### src/rtl/dispatch_credit_ctrl_pkg.sv
// Shared types and default sizing for the dispatch stage, RS and ROB.
package dispatch_credit_ctrl_pkg;

  localparam int unsigned ROB_DEPTH = 16;
  localparam int unsigned RS_DEPTH  = 16;

  typedef enum logic [1:0] {
    FU_ALU0 = 2'b00,
    FU_ALU1 = 2'b01,
    FU_MEM  = 2'b10
  } fu_sel_e;

endpackage

### src/rtl/dispatch_credit_ctrl_occ_counter.sv
// Up/down occupancy counter with clamp-at-zero and an underflow strobe.
module occ_counter #(
  parameter int unsigned DEPTH     = 16,
  // 1: the decrement is checked against the registered count only, and
  //    entries added this cycle are applied after the clamp (ROB retire).
  // 0: the decrement may consume entries added this cycle (RS issue).
  parameter bit          DEC_FIRST = 1'b0
) (
  input  logic                     clk,
  input  logic                     reset,
  input  logic                     clear,
  input  logic [1:0]               inc,
  input  logic [1:0]               dec,
  output logic [$clog2(DEPTH):0]   count,
  output logic                     underflow
);

  localparam int unsigned W = $clog2(DEPTH) + 1;
  typedef logic [W:0] ext_t;

  ext_t inc_x;
  ext_t dec_x;
  ext_t base;
  ext_t rem;
  ext_t nxt;
  logic uf;

  // Next occupancy: apply the net delta once, clamping at zero on underflow.
  always_comb begin
    inc_x     = ext_t'(inc);
    dec_x     = ext_t'(dec);
    base      = DEC_FIRST ? ext_t'(count) : ext_t'(count) + inc_x;
    uf        = dec_x > base;
    rem       = uf ? '0 : base - dec_x;
    nxt       = DEC_FIRST ? rem + inc_x : rem;
    underflow = uf & ~clear;
  end

  // Occupancy register; clear wins over any concurrent delta.
  always_ff @(posedge clk or posedge reset) begin
    if (reset) begin
      count <= '0;
    end else if (clear) begin
      count <= '0;
    end else begin
      count <= W'(nxt);
    end
  end

endmodule

### src/rtl/dispatch_credit_ctrl.sv
// Dispatch credit controller: ROB index allocation, RS/ROB credit stall,
// ALU load balancing and memory-op routing for the 2-wide dispatch stage.
module dispatch_credit_ctrl #(
  parameter int unsigned ROB_DEPTH = dispatch_credit_ctrl_pkg::ROB_DEPTH,
  parameter int unsigned RS_DEPTH  = dispatch_credit_ctrl_pkg::RS_DEPTH
) (
  input  logic                          clk,
  input  logic                          reset,
  input  logic [1:0]                    disp_valid,
  input  logic [1:0]                    disp_is_mem,
  input  logic [1:0]                    issue_free,
  input  logic [1:0]                    retire_cnt,
  input  logic                          flush,
  output logic                          stall,
  output logic [1:0]                    fire,
  output logic [$clog2(ROB_DEPTH)-1:0]  rob_idx_a,
  output logic [$clog2(ROB_DEPTH)-1:0]  rob_idx_b,
  output logic [1:0]                    fu_sel_a,
  output logic [1:0]                    fu_sel_b,
  output logic [$clog2(ROB_DEPTH)-1:0]  rob_head,
  output logic [$clog2(ROB_DEPTH):0]    rob_count,
  output logic [$clog2(RS_DEPTH):0]     rs_count,
  output logic                          err
);

  import dispatch_credit_ctrl_pkg::*;

  localparam int unsigned PW  = $clog2(ROB_DEPTH);
  localparam int unsigned RCW = PW + 1;
  localparam int unsigned SCW = $clog2(RS_DEPTH) + 1;

  typedef logic [RCW:0] rob_ext_t;
  typedef logic [SCW:0] rs_ext_t;

  logic [PW-1:0] rob_tail;
  logic          alu_rr;
  logic          illegal;
  logic [1:0]    valid_eff;
  logic [1:0]    need;
  logic [1:0]    fire_cnt;
  logic          alu_odd;
  logic          a_is_alu;
  logic          rob_uf;
  logic          rs_uf;
  fu_sel_e       sel_a;
  fu_sel_e       sel_b;

  // Credit check against registered counts; a pair is accepted whole or not at all.
  always_comb begin
    illegal   = (disp_valid == 2'b10);
    valid_eff = illegal ? 2'b00 : disp_valid;
    need      = {1'b0, valid_eff[0]} + {1'b0, valid_eff[1]};
    stall     = flush |
                ((need != 2'd0) &
                 (((rob_ext_t'(rob_count) + rob_ext_t'(need)) > rob_ext_t'(ROB_DEPTH)) |
                  ((rs_ext_t'(rs_count) + rs_ext_t'(need)) > rs_ext_t'(RS_DEPTH))));
    fire      = valid_eff & {2{~stall}};
    fire_cnt  = {1'b0, fire[0]} + {1'b0, fire[1]};
    alu_odd   = ^(fire & ~disp_is_mem);
  end

  // FU routing in slot order: mem ops to MEM, ALU ops alternate from alu_rr.
  always_comb begin
    sel_a    = FU_ALU0;
    sel_b    = FU_ALU0;
    a_is_alu = valid_eff[0] & ~disp_is_mem[0];
    if (valid_eff[0]) begin
      if (disp_is_mem[0]) sel_a = FU_MEM;
      else                sel_a = alu_rr ? FU_ALU1 : FU_ALU0;
    end
    if (valid_eff[1]) begin
      if (disp_is_mem[1])          sel_b = FU_MEM;
      else if (alu_rr ^ a_is_alu)  sel_b = FU_ALU1;
      else                         sel_b = FU_ALU0;
    end
  end

  assign fu_sel_a  = sel_a;
  assign fu_sel_b  = sel_b;
  assign rob_idx_a = rob_tail;
  assign rob_idx_b = rob_tail + PW'(1);

  // ROB pointers and ALU balance bit; flush rewinds the tail to the head.
  always_ff @(posedge clk or posedge reset) begin
    if (reset) begin
      rob_head <= '0;
      rob_tail <= '0;
      alu_rr   <= 1'b0;
    end else if (flush) begin
      rob_tail <= rob_head;
      alu_rr   <= 1'b0;
    end else begin
      rob_tail <= rob_tail + PW'(fire_cnt);
      rob_head <= rob_head + PW'(retire_cnt);
      if (alu_odd) alu_rr <= ~alu_rr;
    end
  end

  // Sticky error: counter underflow or the illegal slot-b-only pattern.
  always_ff @(posedge clk or posedge reset) begin
    if (reset) begin
      err <= 1'b0;
    end else if (illegal | rob_uf | rs_uf) begin
      err <= 1'b1;
    end
  end

  occ_counter #(
    .DEPTH     (ROB_DEPTH),
    .DEC_FIRST (1'b1)
  ) u_rob_occ (
    .clk       (clk),
    .reset     (reset),
    .clear     (flush),
    .inc       (fire_cnt),
    .dec       (retire_cnt),
    .count     (rob_count),
    .underflow (rob_uf)
  );

  occ_counter #(
    .DEPTH     (RS_DEPTH),
    .DEC_FIRST (1'b0)
  ) u_rs_occ (
    .clk       (clk),
    .reset     (reset),
    .clear     (flush),
    .inc       (fire_cnt),
    .dec       (issue_free),
    .count     (rs_count),
    .underflow (rs_uf)
  );

endmodule
### config.mk
export PLATFORM = sky130hd
export DESIGN_NAME = dispatch_credit_ctrl
export DESIGN_NICKNAME = d
export VERILOG_FILES = /design/src/rtl/dispatch_credit_ctrl_pkg.sv /design/src/rtl/dispatch_credit_ctrl_occ_counter.sv /design/src/rtl/dispatch_credit_ctrl.sv
export SDC_FILE = /design/constraint.sdc
export NUM_CORES = 1
export LEC_CHECK = 0
export CAP_MARGIN = 20
export CORE_ASPECT_RATIO = 1.25
export CORE_UTILIZATION = 54
export CTS_BUF_LIST = sky130_fd_sc_hd__clkbuf_2
export DETAILED_ROUTE_END_ITERATION = 8
export PLACE_DENSITY = 0.84
export SETUP_SLACK_MARGIN = 0.5
export SLEW_MARGIN = 5
export SYNTH_ARGS = -nofsm -noshare
export SYNTH_HDL_FRONTEND = slang
export SYNTH_HIERARCHICAL = 1
export SYNTH_SLANG_ARGS = --single-unit
### constraint.sdc
create_clock -name clk -period 10.6 [get_ports clk]
set_input_delay 1.06 -clock clk [delete_from_list [all_inputs] [get_ports clk]]
set_output_delay 1.06 -clock clk [all_outputs]
set_load 0.02 [all_outputs]
==> impl_results.md, run 1 <==
* Status: completed
* VDD IR max at 0.195 mV
* TritonCTS clock tree: built
* Mapped Nets at 248
* Setup TNS at 0 ps
* Final Skew at 13.2 ps
* DRT Pass-1 Iters at 4
* Antenna Cells at 0
* RSZ-0062 raised after global routing: false
* Met2 Usage GRT at 39.3%
* Die Wd at 55.1 um
* CP Launch Type: primary input
* Vias in the first global route at 1516
* Reg2reg setup slack at 6020 ps
* Share of flip-flops with an asynchronous set or reset at 100%
* Root Buffer: clkbuf_2
* GPL Wtd Cong at 0.881
* Clock power share at 9.7%
* Crit Path Category: primary input to flip-flop
* Avg WL per Cell at 14.1 um
* Worst Tran Pin Value at 634 ps
* Critical Path AT at 6040 ps
* CTS sink cnt at 20
* Port Buffer Count at 40
* Clock slew at reported path FFs at 220 ps
* Starting Density at 58.0%
* Pwr/cell area at 255 mW/mm2
* Register area share after synthesis at 26.3%
* Crit. End Element: flip-flop
* Hold WC Path Type: flip-flop to flip-flop
* Worst skew pair latency at 330 ps
* WP data required at 10860 ps
* Pins Over Slew Limit at 0
* Initial antenna violation count at 0
* Clock H-tree levels at 1
* Num CTS Buffers at 3
* Total track usage at 24.6%
* P_leak at 1.03 nW
* Detailed placer's ending HPWL at 3190 um
* First-pass GRT wire length at 6720 um
* Yosys reg bits at 20
* Rel. slew slack at 57.6%
* I/O pin count at 41
* Pint at 0.000324 W
* Pwr Total at 0.000600 W
* Hold-fix buffers, CTS at 0
* Distinct cells, synth at 59
* GRT busiest layer: met2
* Die height at 68.4 um
* Core Area at 0.00328 mm2
* Hold Violations, Final at 0
* CP max FO at 10
* Layout cell share with drive strength beyond 1 at 8.00%
* Cells after Synth at 211
* Post-synthesis area per instance at 9.02 um2
* Sequential share of power at 26.0%
* Met1 usage at 33.3%
* Sw Pwr at 0.000276 W
* Filler cell count at 241
* Power share of the combinational group at 64.3%
* Vias post-DR at 1661
* Synthesized cell area at 0.00190 mm2
* Initial DRC Count at 60
* Area growth from synthesis to layout at 23.8%
* Period utilisation layout at 54.5%
* Highest clock rate at 173 MHz
* Switching share of power at 46.0%
* DRC viols at 0
* Die area at 0.00377 mm2
* Main synth FF type: dfrtp_1
* Post-route ant nets at 0
* NumNets Final at 288
* Core Rows at 23
* CTS resizes at 0
* Total congestion overflow at 0
* Largest net degree at the start of global routing at 20
* Global-route met3 utilization at 3.33%
* Clock Path Buffers at 2
* Post-route minimum period at 5770 ps
* Final setup violation count at 0
* Postcts setup bufs at 0
* Max-Cap Viols at 0
* EDFF count, synth at 0
* Final WL at 4040 um
* Vias per inst at 5.79
* YS warnings at 6
[sequential cells by signal, indices dropped and copies added (netlist names)]
name	count
err	1
u_rs_occ/count	5
rob_head	4
rob_idx_a	4
alu_rr	1
u_rob_occ/count	5
[cells in the mapped netlist, types with 2 or more instances]
cell type | n | area share [%]
nor2_1 | 17 | 3.4
nor4_1 | 3 | 0.99
nand2b_1 | 2 | 0.66
o211ai_2 | 2 | 1.3
a211oi_1 | 2 | 0.79
and2_1 | 2 | 0.66
fa_1 | 6 | 6.3
nand2_1 | 13 | 2.6
or3_1 | 2 | 0.66
xor2_1 | 6 | 2.8
nor2b_1 | 7 | 2.3
inv_1 | 26 | 5.1
a31oi_1 | 3 | 0.99
nor3b_1 | 2 | 0.79
a21o_1 | 2 | 0.79
buf_6 | 2 | 1.2
xnor2_1 | 8 | 3.7
nand3_1 | 6 | 1.6
nor4b_1 | 2 | 0.92
nor3_1 | 6 | 1.6
o21ai_0 | 7 | 1.8
ha_1 | 20 | 13
a21oi_1 | 10 | 2.6
dfrtp_1 | 20 | 26
[placed cells by master, fill, tap and decap left out, drive strengths merged, types with 2 or more instances in the layout]
master and instances:
clkdlybuf4s50 40, inv 26, ha 20, dfrtp 20, nor2 17, nand2 13, a21oi 12, xnor2 8
o21ai 8, nor2b 7, nor3 7, xor2 6, nand3 6, fa 6, nor4 3, a31oi 3
clkbuf 3, and2 3, a211oi 3, o211ai 2, nor4b 2, nor3b 2, a21o 2, or3 2
nand2b 2, a31o 2, or2 2, o21bai 2
[worst paths after layout]
kind / to / cells past startpoint / startpoint
hold / removal: rob_head[3] / 1 / rob_head[3]
setup / recovery: u_rs_occ/count[4] / 20 / disp_valid[0]
max in group asynchronous: alu_rr / 2 / reset
min in group asynchronous: u_rob_occ/count[2] / 2 / reset
setup reg to reg: u_rs_occ/count[4] / 17 / u_rob_occ/count[1]
hold reg to reg: rob_head[3] / 1 / rob_head[3]
[per-layer routing]
metal	wire, um	part of all wire (%)	vias to the layer above
met2	1900	47	51
met3	169	4.2	8
li1	-	-	820
met5	0	0	-
met4	79	2.0	0
met1	1890	47	782
[final cells by class]
type                            count  area, um2  share of cell area (%)
Timing Repair Buffer               40        400                    17.0
Tap cell                           37       46.3                    1.96
Clock inverter                      1       30.0                    1.27
Sequential cell                    20        500                    21.2
Clock buffer                        3       15.0                   0.637
Inverter                           26       97.6                    4.14
Multi-Input combinational cell    160       1270                    53.7
[power by group through the flow]
| stage | clock network (W) | logic, W | registers (W) |
|---|---|---|---|
| after floorplan | 0 | 0.000231 | 0.000175 |
| after CTS | 0.0000591 | 0.000387 | 0.000157 |
| final | 0.0000581 | 0.000386 | 0.000156 |
| after global placement | 0 | 0.000373 | 0.000157 |
| after detailed placement | 0 | 0.000383 | 0.000159 |
| after global routing | 0.0000616 | 0.000427 | 0.000164 |
[kinds of logic after synthesis]
group | after synthesis | share of synthesized area, %
fa+ha+maj | 26 | 19.5
compound gates | 47 | 19.5
simple gates | 72 | 20.6
xor+xnor | 14 | 6.44
flops | 20 | 26.3
buf+inv | 31 | 7.17
mux | 1 | 0.592
[critical path: stages]
cell and delay, ps:
clkdlybuf4s50_1 670, inv_1 170, nor2_1 180, ha_1 210, ha_1 260, or4_1 460
o21ai_1 140, o21a_1 150, o211ai_2 110, nor3_1 210, and2_1 190, ha_1 280
ha_1 270, fa_1 520, inv_1 90, fa_1 460, nor4b_1 170, a31oi_1 190
nand3_1 100, a21oi_1 150
[metrics by stage]
step	instances	instance area [um2]	util (%)	worst slack, ps	hold slack [ps]
floorplan	211	1900	-	5260	550
global placement	283	2310	70.4	4590	480
detailed placement	283	2310	70.4	4460	490
CTS	287	2360	71.8	4830	516
global route	287	2360	71.8	4410	541
finish	287	2360	71.8	4830	513
No activity file was read; power rests on OpenSTA's default activity.
==> inputs of run 2 (changes only) <==
--- a/config.mk
+++ b/config.mk
@@ -7,10 +7,10 @@
 export LEC_CHECK = 0
 export CAP_MARGIN = 20
 export CORE_ASPECT_RATIO = 1.25
-export CORE_UTILIZATION = 54
+export CORE_UTILIZATION = 53
 export CTS_BUF_LIST = sky130_fd_sc_hd__clkbuf_2
 export DETAILED_ROUTE_END_ITERATION = 8
-export PLACE_DENSITY = 0.84
+export PLACE_DENSITY = 0.83
 export SETUP_SLACK_MARGIN = 0.5
 export SLEW_MARGIN = 5
 export SYNTH_ARGS = -nofsm -noshare
==> constraint.sdc (replaced) <==
create_clock -name clk -period 6.1 [get_ports clk]
set_input_delay 0.61 -clock clk [delete_from_list [all_inputs] [get_ports clk]]
set_output_delay 0.61 -clock clk [all_outputs]
set_load 0.02 [all_outputs]
==> run 2 against run 1 <==
  * Utilization fell by 1.5 points
  * Clock-buffer cell count stayed put
  * Combinational power grew 75%
  * Final cell count is 0.35% lower
  * Die area is 1.8% higher
  * Non-clock buffer count did not move
  * Sequential power rose by 76%
  * Critical endpoint unchanged
  * Largest power group unchanged
==> impl_results.md, run 2 (synthesis results as in run 1) <==
* Post-route ant nets at 0 (unchanged)
* Worst Tran Pin Value at 714 ps (was 634 ps)
* Rel. slew slack at 52.3% (was 57.6%)
* Highest-count cells in the layout ignoring fill and taps: clkdlybuf4s50_1, inv_1, ha_1, dfrtp_1, nor2_1 (unchanged)
* Max-Cap Viols at 0 (unchanged)
* Register area at 500 um2 (unchanged)
* Cells after DPL at 283 (unchanged)
* Pwr/cell area at 432 mW/mm2 (was 255 mW/mm2)
* Clock slew at reported path FFs at 200 ps (was 220 ps)
* Clock H-tree levels at 1 (unchanged)
* Vias per inst at 5.80 (was 5.79)
* Commonest non-fill, non-tap cell in the layout: clkdlybuf4s50_1 (unchanged)
* DRC viols at 0 (unchanged)
* Crit. End Element: flip-flop (unchanged)
* Total track usage at 23.4% (was 24.6%)
* Final instance area at 0.00233 mm2 (was 0.00236 mm2)
* Finished Layout Cells at 286 (was 287)
* Status: completed (unchanged)
* Period utilisation layout at 86.1%
* Port Buffer Count at 40 (unchanged)
* Total congestion overflow at 0 (unchanged)
* TritonCTS clock tree: built (unchanged)
* Critical Path AT at 5510 ps (was 6040 ps)
* NumNets Final at 288 (unchanged)
* Vias in the first global route at 1642 (was 1516)
* Initial antenna violation count at 0 (unchanged)
* VDD IR max at 0.324 mV (was 0.195 mV)
* Setup TNS at 0 ps (unchanged)
* Area of the multi-input gates at 0.00127 mm2 (unchanged)
* Crit Path Category: primary input to flip-flop (unchanged)
* Die area at 0.00384 mm2 (was 0.00377 mm2)
* Initial DRC Count at 78 (was 60)
* Final Skew at 5.47 ps (was 13.2 ps)
* DRT Pass-1 Iters at 4 (unchanged)
* Pins Over Slew Limit at 0 (unchanged)
* Layout cell share with drive strength beyond 1 at 7.63% (was 8.00%)
* Worst skew pair latency at 310 ps (was 330 ps)
* Final WL at 4400 um (was 4040 um)
* Avg WL per Cell at 15.4 um (was 14.1 um)
* CP Launch Type: primary input (unchanged)
* CP max FO at 10 (unchanged)
* Detailed placer's ending HPWL at 3430 um (was 3190 um)
* RSZ-0062 raised after global routing: false (unchanged)
* Core Rows at 23 (unchanged)
* Highest clock rate at 190 MHz
* Hold-fix buffers, CTS at 0 (unchanged)
* Antenna Cells at 0 (unchanged)
* Top flop regs: u_rob_occ/count: 5 flops, u_rs_occ/count: 5 flops (unchanged)
* DP Area at 0.00231 mm2 (unchanged)
* Pwr Total at 0.00101 W (was 0.000600 W)
* GPL Wtd Cong at 0.966 (was 0.881)
* Root Buffer: clkbuf_2 (unchanged)
* Starting Density at 57.5% (was 58.0%)
* Area growth from synthesis to layout at 22.4% (was 23.8%)
* Largest net degree at the start of global routing at 20 (unchanged)
* Num CTS Buffers at 3 (unchanged)
* Min Hold Slack at 513 ps (about the same)
* Final setup violation count at 0 (unchanged)
* Hold WC Path Type: flip-flop to flip-flop (unchanged)
* Post-route minimum period at 5250 ps
* I/O pin count at 41 (unchanged)
* Die Wd at 55.6 um (was 55.1 um)
* Filler cell count at 275 (was 241)
* Hold Violations, Final at 0 (unchanged)
* Core Area at 0.00331 mm2 (was 0.00328 mm2)
* Vias post-DR at 1660 (was 1661)
* P_leak at 1.03 nW (about the same)
* Clock Path Buffers at 2 (unchanged)
* CTS sink cnt at 20 (unchanged)
* Die height at 69.0 um (was 68.4 um)
* First-pass GRT wire length at 7070 um (was 6720 um)
* WP data required at 6360 ps (was 10860 ps)
[run 2: cell count changes in the layout (fill, tap and decap cells not counted), sizes merged]
cell,before,now
bufinv,1,0
clkdlybuf4s50,40,39
dlymetal6s2s,0,1
[run 2: what timing repair did]
action	CTS	global route
endpoints found under the setup margin	0	3
gates resized for setup	0	1
buffers inserted	0	0
[run 2: final cells by class]
class | instances | area share, %
repair buffers | 40 | 17.3
flip-flops and latches | 20 | 21.5
inverters | 26 | 4.19
clock buffers | 3 | 0.645
well taps | 37 | 1.99
multi-input cells | 160 | 54.4
[run 2: metal layers]
layer / vias up / part of all wire, % / GRT usage (%) / wire length (um)
met3: 4 / 3.6 / 2.24 / 157
met5: - / 0 / 0 / 0
met4: 0 / 0.50 / 8.44 / 22
met2: 42 / 53 / 46.4 / 2340
met1: 792 / 43 / 26.3 / 1880
li1: 822 / - / - / -
[run 2: path summary, 6_finish.rpt]
path                                     from  cells past startpoint                 to  slack [ps]
max reg2reg                u_rob_occ/count[1]                     17  u_rs_occ/count[4]        1520
max in group asynchronous               reset                      2       rob_idx_a[0]        5160
min in group asynchronous               reset                      2  u_rs_occ/count[4]         530
max                             disp_valid[1]                     19  u_rs_occ/count[4]         850
min reg2reg                               err                      1                err         510
min                                       err                      1                err         510
[run 2: power by group]
| group | switching, W | total (W) | internal, W | leakage (nW) |
|---|---|---|---|---|
| registers | 0.0000923 | 0.000274 | 0.000181 | 0.249 |
| clock network | 0.0000413 | 0.0000548 | 0.0000134 | 0.0125 |
| logic | 0.000350 | 0.000677 | 0.000327 | 0.767 |
| total | 0.000484 | 0.00101 | 0.000521 | 1.03 |
[run 2: metrics by stage]
step	setup WS, ps	utilization [%]
floorplan	1210	-
global placement	545	69.8
detailed placement	409	69.8
CTS	782	70.3
global route	544	70.4
finish	847	70.4
[run 2: critical path, cell delays in order]
cell and delay (ps):
clkdlybuf4s50_1 680, nand2_1 200, xnor2_1 170, ha_1 330
or4_1 470, o21ai_1 120, o21a_1 150, o211ai_2 120
nor3_1 200, and2_1 180, ha_1 280, ha_1 270
fa_1 530, inv_1 80, fa_1 460, nor4b_1 180
a31oi_1 220, nand3_1 100, a21oi_1 150
==> inputs of run 3 (changes only) <==
--- a/config.mk
+++ b/config.mk
@@ -8,11 +8,10 @@
 export CAP_MARGIN = 20
 export CORE_ASPECT_RATIO = 1.25
 export CORE_UTILIZATION = 53
-export CTS_BUF_LIST = sky130_fd_sc_hd__clkbuf_2
+export CTS_BUF_LIST = sky130_fd_sc_hd__clkbuf_2 sky130_fd_sc_hd__clkbuf_4 sky130_fd_sc_hd__clkbuf_8
 export DETAILED_ROUTE_END_ITERATION = 8
 export PLACE_DENSITY = 0.83
 export SETUP_SLACK_MARGIN = 0.5
-export SLEW_MARGIN = 5
 export SYNTH_ARGS = -nofsm -noshare
 export SYNTH_HDL_FRONTEND = slang
 export SYNTH_HIERARCHICAL = 1
==> run 3 against run 2 <==
  * Worst hold slack worse by 25 ps
  * Via count is 1.9% higher
  * Sequential power about the same
  * Sequential share of layout area down 0.26 points
  * Final area rose by 1.2%
  * Clock skew fell by 4.6 ps
  * Critical path type unchanged
  * Largest cell class unchanged
  * Highest routed layer unchanged
==> impl_results.md, run 3 (synthesis results as in run 1) <==
* Status: completed (unchanged)
* Worst Hold End: err (unchanged)
* Cells after DPL at 283 (unchanged)
* Top flop regs: u_rob_occ/count: 5 flops, u_rs_occ/count: 5 flops (unchanged)
* Crit. End Element: flip-flop (unchanged)
* DRC viols at 0 (unchanged)
* Rel. slew slack at 51.7% (was 52.3%)
* Hold Path Stages at 1 (unchanged)
* P_leak at 1.05 nW (was 1.03 nW)
* Root Buffer: clkbuf_8 (was clkbuf_2)
* Highest-count cells in the layout ignoring fill and taps: clkdlybuf4s50_1, inv_1, ha_1, dfrtp_1, nor2_1 (unchanged)
* Reg2reg setup slack at 1520 ps (about the same)
* Hold Violations, Final at 0 (unchanged)
* Final setup violation count at 0 (unchanged)
* Vias post-DR at 1692 (was 1660)
* Worst skew pair latency at 260 ps (was 310 ps)
* Pwr/cell area at 441 mW/mm2 (was 432 mW/mm2)
* Postcts setup bufs at 0 (unchanged)
* RSZ-0062 raised after global routing: false (unchanged)
* Die Wd at 55.6 um (unchanged)
* VDD IR max at 0.361 mV (was 0.324 mV)
* WP data required at 6290 ps (was 6360 ps)
* CTS sink cnt at 20 (unchanged)
* Critical path, cell by cell: dlymetal6s2s_1 > inv_1 > nor2_1 > ha_1 > ha_1 > or4_1 > o21ai_1 > o21a_1 > o211ai_2 > nor3_1 > and2_1 > ha_1 > ha_1 > fa_1 > inv_1 > fa_1 > nor4b_1 > a31oi_1 > nand3_1 > a21oi_1 (was clkdlybuf4s50_1 > nand2_1 > xnor2_1 > ha_1 > or4_1 > o21ai_1 > o21a_1 > o211ai_2 > nor3_1 > and2_1 > ha_1 > ha_1 > fa_1 > inv_1 > fa_1 > nor4b_1 > a31oi_1 > nand3_1 > a21oi_1)
* Commonest non-fill, non-tap cell in the layout: clkdlybuf4s50_1 (unchanged)
* Die area at 0.00384 mm2 (unchanged)
* Setup WS post-layout at 1050 ps (was 847 ps)
* DRT Pass-1 Iters at 4 (unchanged)
* TritonCTS clock tree: built (unchanged)
* Antenna Cells at 0 (unchanged)
* Largest net degree at the start of global routing at 20 (unchanged)
* Port Buffer Count at 40 (unchanged)
* Core Rows at 23 (unchanged)
* Hold-fix buffers, CTS at 0 (unchanged)
* Core Area at 0.00331 mm2 (unchanged)
* First-pass GRT wire length at 7030 um (was 7070 um)
* Period utilisation layout at 82.8% (was 86.1%)
* Post-route minimum period at 5050 ps (was 5250 ps)
* Highest clock rate at 198 MHz (was 190 MHz)
* Clock H-tree levels at 1 (unchanged)
* Pins Over Slew Limit at 0 (unchanged)
* Setup TNS at 0 ps (unchanged)
* CP max FO at 10 (unchanged)
* Reg-to-Reg End: u_rs_occ/count[4] (unchanged)
* Finished Layout Cells at 286 (unchanged)
* I/O pin count at 41 (unchanged)
* Avg WL per Cell at 15.5 um (was 15.4 um)
* Area growth from synthesis to layout at 23.9% (was 22.4%)
* Max-Cap Viols at 0 (unchanged)
* Critical path's most frequent cell: ha_1 (unchanged)
* Critical-path top delay cell: fa_1 (was clkdlybuf4s50_1)
* Vias per inst at 5.92 (was 5.80)
* GPL Wtd Cong at 0.966 (unchanged)
* Filler cell count at 271 (was 275)
* Initial DRC Count at 100 (was 78)
* Vias in the first global route at 1624 (was 1642)
* NumNets Final at 288 (unchanged)
* Hold WC Path Type: flip-flop to flip-flop (unchanged)
* Layout cell share with drive strength beyond 1 at 7.63% (unchanged)
* Reg2reg path depth at 17 (unchanged)
* Clock slew at reported path FFs at 80 ps (was 200 ps)
* Dpl ws at 409 ps (unchanged)
* RR Startpoint: u_rob_occ/count[1] (unchanged)
* Post-route ant nets at 0 (unchanged)
* Initial antenna violation count at 0 (unchanged)
* Final Skew at 0.888 ps (was 5.47 ps)
* Total track usage at 23.4% (about the same)
* Num CTS Buffers at 3 (unchanged)
* CP peak stage delay at 530 ps (was 680 ps)
* Final WL at 4430 um (was 4400 um)
* Die height at 69.0 um (unchanged)
* HP Start: err (unchanged)
* Starting Density at 57.5% (unchanged)
* Worst Tran Pin Value at 723 ps (was 714 ps)
* Total congestion overflow at 0 (unchanged)
* Detailed placer's ending HPWL at 3430 um (unchanged)
* CP Launch Type: primary input (unchanged)
* CTS resizes at 0 (unchanged)
* Clock Path Buffers at 2 (unchanged)
* Crit Path Category: primary input to flip-flop (unchanged)
* Critical Path AT at 5240 ps (was 5510 ps)
==> run 3: through the flow <==
| step | instance area, um2 | hold WS, ps | total power [W] | utilization [%] |
|---|---|---|---|---|
| after floorplan | 1900 | 389 | 0.000705 | - |
| after global placement | 2310 | 468 | 0.000925 | 69.8 |
| after detailed placement | 2310 | 471 | 0.000950 | 69.8 |
| after CTS | 2350 | 488 | 0.00104 | 71.1 |
| after global routing | 2360 | 503 | 0.00112 | 71.2 |
| final | 2360 | 488 | 0.00104 | 71.2 |
==> run 3: critical path, delay by kind of cell <==
family | cells | cell delay, ps
buffers and inverters | 3 | 530
AND/OR/NAND/NOR | 6 | 1310
adder cells (fa/ha/maj) | 6 | 2010
AO/OA/AOI/OAI | 5 | 760
==> run 3: worst max path at each step <==
| stage | startpoint | end | cells past startpoint |
|---|---|---|---|
| 6_report | disp_valid[0] | u_rs_occ/count[4] | 20 |
| 5_1_grt | disp_valid[0] | u_rs_occ/count[4] | 20 |
| 4_1_cts | disp_valid[0] | err | 19 |
| 3_5_place_dp | disp_valid[0] | err | 19 |
| 3_3_place_gp | disp_valid[0] | err | 19 |
| 2_1_floorplan | disp_valid[0] | u_rs_occ/count[4] | 20 |
==> run 3: layer usage <==
| metal | wire (um) | GRT usage (%) |
|---|---|---|
| met3 | 177 | 3.36 |
| met5 | 0 | 0 |
| met4 | 7 | 6.56 |
| met2 | 2370 | 46.2 |
| met1 | 1870 | 26.5 |
==> run 3: where the power goes <==
group,switching [W],total (W),internal (W),leakage (nW)
Combinational,0.000350,0.000676,0.000326,0.776
Sequential,0.0000927,0.000275,0.000182,0.249
Clock,0.0000453,0.0000894,0.0000441,0.0216
Total,0.000487,0.00104,0.000553,1.05
==> run 3: cell type report <==
| class | instances | area, um2 | area share, % |
|---|---|---|---|
| multi-input combinational | 160 | 1270 | 53.7 |
| inverter | 26 | 97.6 | 4.14 |
| sequential | 20 | 500 | 21.2 |
| clock buffer | 3 | 41.3 | 1.75 |
| tap | 37 | 46.3 | 1.96 |
| timing repair buffer | 40 | 405 | 17.2 |
